### src/rtl/mux_scan_sequencer_if.sv
// Handshake and scan bus between a word source, the sequencer and the downstream 8:1 registered mux.
// master = word source / mux side, slave = sequencer.
interface mux_scan_sequencer_if;
    logic [7:0] in_data;
    logic       in_valid;
    logic       in_ready;
    logic       pause;
    logic [7:0] data;
    logic [2:0] select;
    logic       bit_valid;
    logic       first_bit;
    logic       last_bit;
    logic       busy;

    modport master (
        output in_data, in_valid, pause,
        input  in_ready, data, select, bit_valid, first_bit, last_bit, busy
    );

    modport slave (
        input  in_data, in_valid, pause,
        output in_ready, data, select, bit_valid, first_bit, last_bit, busy
    );
endinterface

### src/rtl/mux_scan_sequencer.sv
// Serializes an 8-bit word by stepping the select of a downstream registered 8:1 mux, one index per cycle.
// bit_valid trails select by one cycle; in_ready is low while scanning, pause stalls the scan without losing bits.
module mux_scan_sequencer #(
    parameter bit MSB_FIRST = 1'b0
) (
    input  logic                  clk,
    input  logic                  rst,
    mux_scan_sequencer_if.slave   bus
);

    typedef enum logic [1:0] {
        IDLE  = 2'd0,
        SCAN  = 2'd1,
        DRAIN = 2'd2
    } state_t;

    localparam logic [2:0] START_SEL = MSB_FIRST ? 3'd7 : 3'd0;

    state_t     state;
    state_t     state_nxt;
    logic [2:0] cnt;
    logic [7:0] data_q;
    logic [2:0] select_q;
    logic       bit_valid_q;
    logic       first_bit_q;
    logic       last_bit_q;
    logic       in_ready;
    logic       busy;
    logic       accept;
    logic       issue;
    logic       issue_last;

    assign accept     = bus.in_valid && in_ready;
    assign issue      = (state == SCAN) && !bus.pause;
    assign issue_last = issue && (cnt == 3'd7);

    always_ff @(posedge clk) begin
        if (!rst) begin
            state <= IDLE;
        end else begin
            state <= state_nxt;
        end
    end

    always_comb begin
        state_nxt = state;
        case (state)
            IDLE:    if (accept) state_nxt = SCAN;
            SCAN:    if (issue_last) state_nxt = DRAIN;
            DRAIN:   state_nxt = accept ? SCAN : IDLE;
            default: state_nxt = IDLE;
        endcase
    end

    always_comb begin
        in_ready = 1'b1;
        busy     = 1'b0;
        case (state)
            SCAN: begin
                in_ready = 1'b0;
                busy     = 1'b1;
            end
            DRAIN:   busy = 1'b1;
            default: ;
        endcase
    end

    // The word stays put through DRAIN so the mux can still sample the last index.
    always_ff @(posedge clk) begin
        if (!rst) begin
            data_q      <= 8'd0;
            select_q    <= 3'd0;
            cnt         <= 3'd0;
            bit_valid_q <= 1'b0;
            first_bit_q <= 1'b0;
            last_bit_q  <= 1'b0;
        end else begin
            bit_valid_q <= issue;
            first_bit_q <= issue && (cnt == 3'd0);
            last_bit_q  <= issue_last;
            if (accept) begin
                data_q   <= bus.in_data;
                cnt      <= 3'd0;
                select_q <= START_SEL;
            end else if (issue && !issue_last) begin
                cnt      <= cnt + 3'd1;
                select_q <= MSB_FIRST ? select_q - 3'd1 : select_q + 3'd1;
            end
        end
    end

    assign bus.in_ready  = in_ready;
    assign bus.busy      = busy;
    assign bus.data      = data_q;
    assign bus.select    = select_q;
    assign bus.bit_valid = bit_valid_q;
    assign bus.first_bit = first_bit_q;
    assign bus.last_bit  = last_bit_q;

endmodule

### src/flat_wrapper.sv
// flat-port wrapper written by rule: the top's interface ports become plain ports
module mux_scan_sequencer_flat 
#(
    parameter bit MSB_FIRST = 1'b0
)
  (clk, rst, bus_in_data, bus_in_valid, bus_pause, bus_in_ready, bus_data, bus_select, bus_bit_valid, bus_first_bit, bus_last_bit, bus_busy);
  mux_scan_sequencer_if bus_i ();
  input  logic clk;
  input  logic rst;
  input wire logic [$bits(bus_i.in_data)-1:0] bus_in_data;
  input wire logic [$bits(bus_i.in_valid)-1:0] bus_in_valid;
  input wire logic [$bits(bus_i.pause)-1:0] bus_pause;
  output wire logic [$bits(bus_i.in_ready)-1:0] bus_in_ready;
  output wire logic [$bits(bus_i.data)-1:0] bus_data;
  output wire logic [$bits(bus_i.select)-1:0] bus_select;
  output wire logic [$bits(bus_i.bit_valid)-1:0] bus_bit_valid;
  output wire logic [$bits(bus_i.first_bit)-1:0] bus_first_bit;
  output wire logic [$bits(bus_i.last_bit)-1:0] bus_last_bit;
  output wire logic [$bits(bus_i.busy)-1:0] bus_busy;
  assign bus_i.in_data = bus_in_data;
  assign bus_i.in_valid = bus_in_valid;
  assign bus_i.pause = bus_pause;
  assign bus_in_ready = bus_i.in_ready;
  assign bus_data = bus_i.data;
  assign bus_select = bus_i.select;
  assign bus_bit_valid = bus_i.bit_valid;
  assign bus_first_bit = bus_i.first_bit;
  assign bus_last_bit = bus_i.last_bit;
  assign bus_busy = bus_i.busy;
  mux_scan_sequencer #(.MSB_FIRST(MSB_FIRST)) u_core (.clk(clk), .rst(rst), .bus(bus_i));
endmodule
### config.mk
export PLATFORM = sky130hd
export DESIGN_NAME = mux_scan_sequencer_flat
export DESIGN_NICKNAME = d
export VERILOG_FILES = /design/src/rtl/mux_scan_sequencer_if.sv /design/src/rtl/mux_scan_sequencer.sv /design/src/flat_wrapper.sv
export SDC_FILE = /design/constraint.sdc
export NUM_CORES = 1
export LEC_CHECK = 0
export BUFFER_PORTS_ARGS = -buffer_cell sky130_fd_sc_hd__buf_2
export CORE_AREA = 2 2 49 51
export DETAILED_ROUTE_END_ITERATION = 12
export DIE_AREA = 0 0 51 53
export PLACE_DENSITY = 0.63
export SETUP_SLACK_MARGIN = 0.3
export SYNTH_ARGS = -nofsm -noshare
export SYNTH_HDL_FRONTEND = slang
export SYNTH_SLANG_ARGS = --single-unit
### constraint.sdc
create_clock -name clk -period 2.8 [get_ports clk]
set_input_delay 0.56 -clock clk [delete_from_list [all_inputs] [get_ports clk]]
set_output_delay 0.56 -clock clk [all_outputs]
set_load 0.02 [all_outputs]
# == After elaboration in Yosys (flattened, before gate mapping) ==
# Cells that the tools add are included.
# word_totals
output_inout_bits,16
ramBits,0
ff_bits,19
romBits,0
in_bits,12
latch_bits,0
memories,0
# classes
muxes,6
bitwise_logic,1
eq_ne,5
n_shift,0
n_div,0
multipliers,0
n_reduce_logical,12
n_lt_le_gt_ge,0
addsub,2
# op_table
cell,n
$add A3 B1 Y3 const B,2
$pmux W2 S3,1
$logic_and A1 B1 Y1,5
$mux W2,2
$ne A2 B1 Y1 const B,2
$reduce_or A2 Y1,2
$eq A3 B3 Y1 const B,1
$logic_not A3 Y1,1
$mux W1,3
$eq A2 B1 Y1 const B,1
$eq A2 B2 Y1 const B,1
$logic_not A1 Y1,2
$logic_not A2 Y1,1
$reduce_and A2 Y1,1
$not A1 Y1,1

# == Longest topological paths before layout ==
# depth
ltp_word,5
ltp_mapped,6

# == Worst setup path before layout ==
# No wires, ideal clock.
# synth_timing
path_type,register to register
startpoint,register u_core.cnt[0]
endpoint,register u_core.select_q[1] (netlist: u_core.bus.select[1])
stages_incl_launch_ff,6
slack_ns,1.379
t_arrival_ns,1.302
path_buffers,0
setup_time_ns,0.118
cell_sequence,dfxtp_1 > ha_1 > ha_1 > nor3b_4 > mux2i_1 > nor2_1
# synth_between
elab_chain_cells,4
# synth_rtl
item,line_no,rtl
start: declaration,mux_scan_sequencer.sv:21,logic [2:0] cnt;
start signal: assignment,mux_scan_sequencer.sv:86,cnt <= cnt + 3'd1;
$eq A3 B3 Y1,mux_scan_sequencer.sv:35,assign issue_last = issue && (cnt == 3'd7);
$logic_and A1 B1 Y1,mux_scan_sequencer.sv:35,
$logic_not A1 Y1,mux_scan_sequencer.sv:85,end else if (issue && !issue_last) begin
$logic_and A1 B1 Y1,mux_scan_sequencer.sv:85,
end signal: assignment,mux_scan_sequencer.sv:87,select_q <= MSB_FIRST ? select_q - 3'd1 : select_q + 3'd1;
end: declaration,mux_scan_sequencer.sv:23,logic [2:0] select_q;
# Every way passes these cells.
# A chain may end at the register's enable or synchronous reset.

# == Worst setup path after layout ==
# layout_timing
startpoint,register u_core.state[1]
endpoint,output port bus_in_ready
# layout_between
elab_chain_cells,2
# layout_rtl
item,line_no,rtl
start: declaration,mux_scan_sequencer.sv:19,state_t state;
start signal: assignment,mux_scan_sequencer.sv:41,state <= state_nxt;
$eq A2 B1 Y1,mux_scan_sequencer.sv:58,case (state)
$mux W1,mux_scan_sequencer.sv:58,
end: declaration,flat_wrapper.sv:13,output wire logic [$bits(bus_i.in_ready)-1:0] bus_in_ready;
# Every way passes these cells.

==> out/metrics.cfg <==
[timing]
slew_headroom_pct = 75.6
finalCriticalPeriod_ns = 1.87
fmax_mhz = 536
setup_viol = 0
fin_crit_sh_pct = 66.6
hold_viol = 0
timing.final.ws_setup_ns = 0.934
slew_viol_final = 0
tightest_slew_ns = 0.365
rsz0062_at_grt = false
finalSetupTns_ns = 0
worst_clock_skew_ns = 0.00293

[route]
initialDrtViolationCount = 0
route.detailed.wl_per_inst_um = 9.87
wirelength_um = 1450
dr_total_vias = 668
drt_pass1_iterations = 1
vias_per_cell = 4.54
drcViolationCount = 0
ant_nets = 0

[critical_path]
worstSetupPathDepth = 4
cp_max_fo = 7
cpPeakStageDelay_ns = 0.40
crit_family = flip-flops
crit_top_cell = inv_1
crit_path_top_delay_cell = dfxtp_1
cp-start-kind = register
crit_required_ns = 2.24
worstPathArrival_ns = 1.31
path_buf_inv = 3
ff2ff_path_depth = 5
worstSetupPathType = register to output pin
end_kind = output pin
crit_chain = inv_1 > ha_1 > inv_1 > buf_2

[logic_synthesis]
yosysWarnings = 0
synth_area_per_cell_sq_um = 9.18
synth_most_common_cell = dfxtp_1
synth_edf_count = 0
synth_top_area_cell = dfxtp_1
yosysTopAreaCellShare_pct = 46.1
synthFlopType = dfxtp_1
synth_cell_type_count = 22
synth_seq_cells = 19
synth_top_cells_by_count = 19 x dfxtp_1, 18 x nand2_1, 9 x a21oi_1, 8 x ha_1, 7 x nor2_1
ys_top_cells_by_area = dfxtp_1 46%, ha_1 12%, nand2_1 8.2%, a21oi_1 5.5%, mux2i_1 3.6%
yosysSeqAreaShare_pct = 46.1
syn-instance-count = 90
synth_area_sq_um = 826
async_flop_share_pct = 0
synthesis.nets = 110

[cells_and_area]
multi_input_area_sq_um = 413
final_cell_area_sq_um = 1010
ff_latch_area_sq_um = 380
syn_to_final_growth_pct = 22.7
drive_gt1_share_pct = 27.7
n_antenna_cell = 0
nNetsFinal = 140
num-fill-cells = 210
fin_util_pct = 47.2

[floorplanning]
row_count = 17
die_h_um = 53
die_area_sq_um = 2700
num_io_pins = 28
die_x_um = 51
start_util_pct = 38.4
core_sq_um = 2150

[power]
vdd_drop_max_mv = 0.286
p_leak_nw = 0.474
power_density_nw_per_um2 = 509

[clock_tree]
cts_tree = built
cts_sinks = 19
cts-root-buf = clkbuf_4
clk_pin_slew_worst_paths_ns = 0.11
ctsHtreeMaxLevel = 1
cts_resized = 0
cts_buffers = 3
cts_max_path_buffers = 2
clk_latency_ns = 0.29
cts_setup_buffers = 0
hold_buffers = 0

[placement]
portBuffers = 27
gp_congestion = 0.693
placed_area_sq_um = 986
pre_cts_ws_ns = 1.26

[global_routing]
grt_pass1_vias = 614
antenna_found_initial = 0
grt_max_degree = 12
grt_usage_pct = 12.4
grt-ovfl-total = 0
grt_pass1_wl_um = 2500

[hold_path]
hold_class = register to register
worst_hold_path.num_cells = 2

[outcome]
status = completed

[job]
cap_violations = 0

sequential cells by signal (all words and copies together), names as in the netlist:
register              cells
u_core.cnt                3
u_core.state              2
u_core.bus.last_bit       1
u_core.bus.select         3
u_core.bus.data           8
u_core.bus.bit_valid      1
u_core.bus.first_bit      1
area by class of cell:
type                    instances  share of cell area, %
well taps                      28                   3.46
inverters                       6                   2.22
multi-input cells              63                   40.7
clock inverters                 1                  0.494
clock buffers                   3                   2.22
flip-flops and latches         19                   37.5
repair buffers                 27                   13.3
metrics by stage:
| step | hold WS, ns | instances | total power, W |
|---|---|---|---|
| after CTS | 0.460 | 147 | 0.000523 |
| after global routing | 0.479 | 147 | 0.000544 |
| after global placement | 0.439 | 143 | 0.000388 |
| after detailed placement | 0.445 | 143 | 0.000389 |
| after floorplan | 0.482 | 90 | 0.000360 |
| final | 0.456 | 147 | 0.000516 |
kinds of logic (layout without fill, tap and decap cells):
logic type | after synthesis | count (layout) | share of synthesized area, %
buffers and inverters | 8 | 37 | 3.94
AND/OR/NAND/NOR | 37 | 37 | 23.0
adder cells (fa/ha/maj) | 8 | 8 | 12.1
multiplexers | 3 | 3 | 3.64
XOR/XNOR | 3 | 3 | 3.18
AO/OA/AOI/OAI | 12 | 12 | 8.03
flip-flops | 19 | 19 | 46.1
path summary, 6_finish.rpt:
| check | start | slack [ns] | to |
|---|---|---|---|
| min reg2reg | u_core.bus.data[7] | 0.46 | u_core.bus.data[7] |
| min | u_core.bus.data[7] | 0.46 | u_core.bus.data[7] |
| max reg2reg | u_core.state[1] | 1.26 | u_core.state[0] |
| max | u_core.state[1] | 0.93 | bus_in_ready |
routing by layer:
layer,up-vias,routed length (um),GRT usage (%)
met2,22,641,21.9
met5,-,0,0
met4,0,8,5.41
li1,349,-,-
met3,2,112,3.39
met1,295,688,13.8
worst min-delay path, cell delays in order, from the launching register on:
cell and delay (ns):
dfxtp_1 0.32, nand2_1 0.05, a21oi_1 0.05
cell usage in the layout (no fill, tap or decap), types with 2 or more instances in the layout:
| cell | netlist | routed |
|---|---|---|
| a21oi_1 | 9 | 9 |
| inv_1 | 5 | 5 |
| nor2b_1 | 3 | 3 |
| ha_1 | 8 | 8 |
| dfxtp_1 | 19 | 19 |
| buf_2 | 2 | 27 |
| mux2i_1 | 3 | 3 |
| xnor2_1 | 3 | 3 |
| nor2_1 | 7 | 7 |
| nor3_1 | 2 | 2 |
| nand2_1 | 18 | 18 |
| clkbuf_4 | 0 | 3 |
where the power goes:
part,total (W),switching [W],internal (W)
Sequential,0.000289,0.00000670,0.000283
Combinational,0.0000920,0.0000557,0.0000363
Clock,0.000135,0.0000816,0.0000531
Total,0.000516,0.000144,0.000372
(Power assumes the default switching activity.)
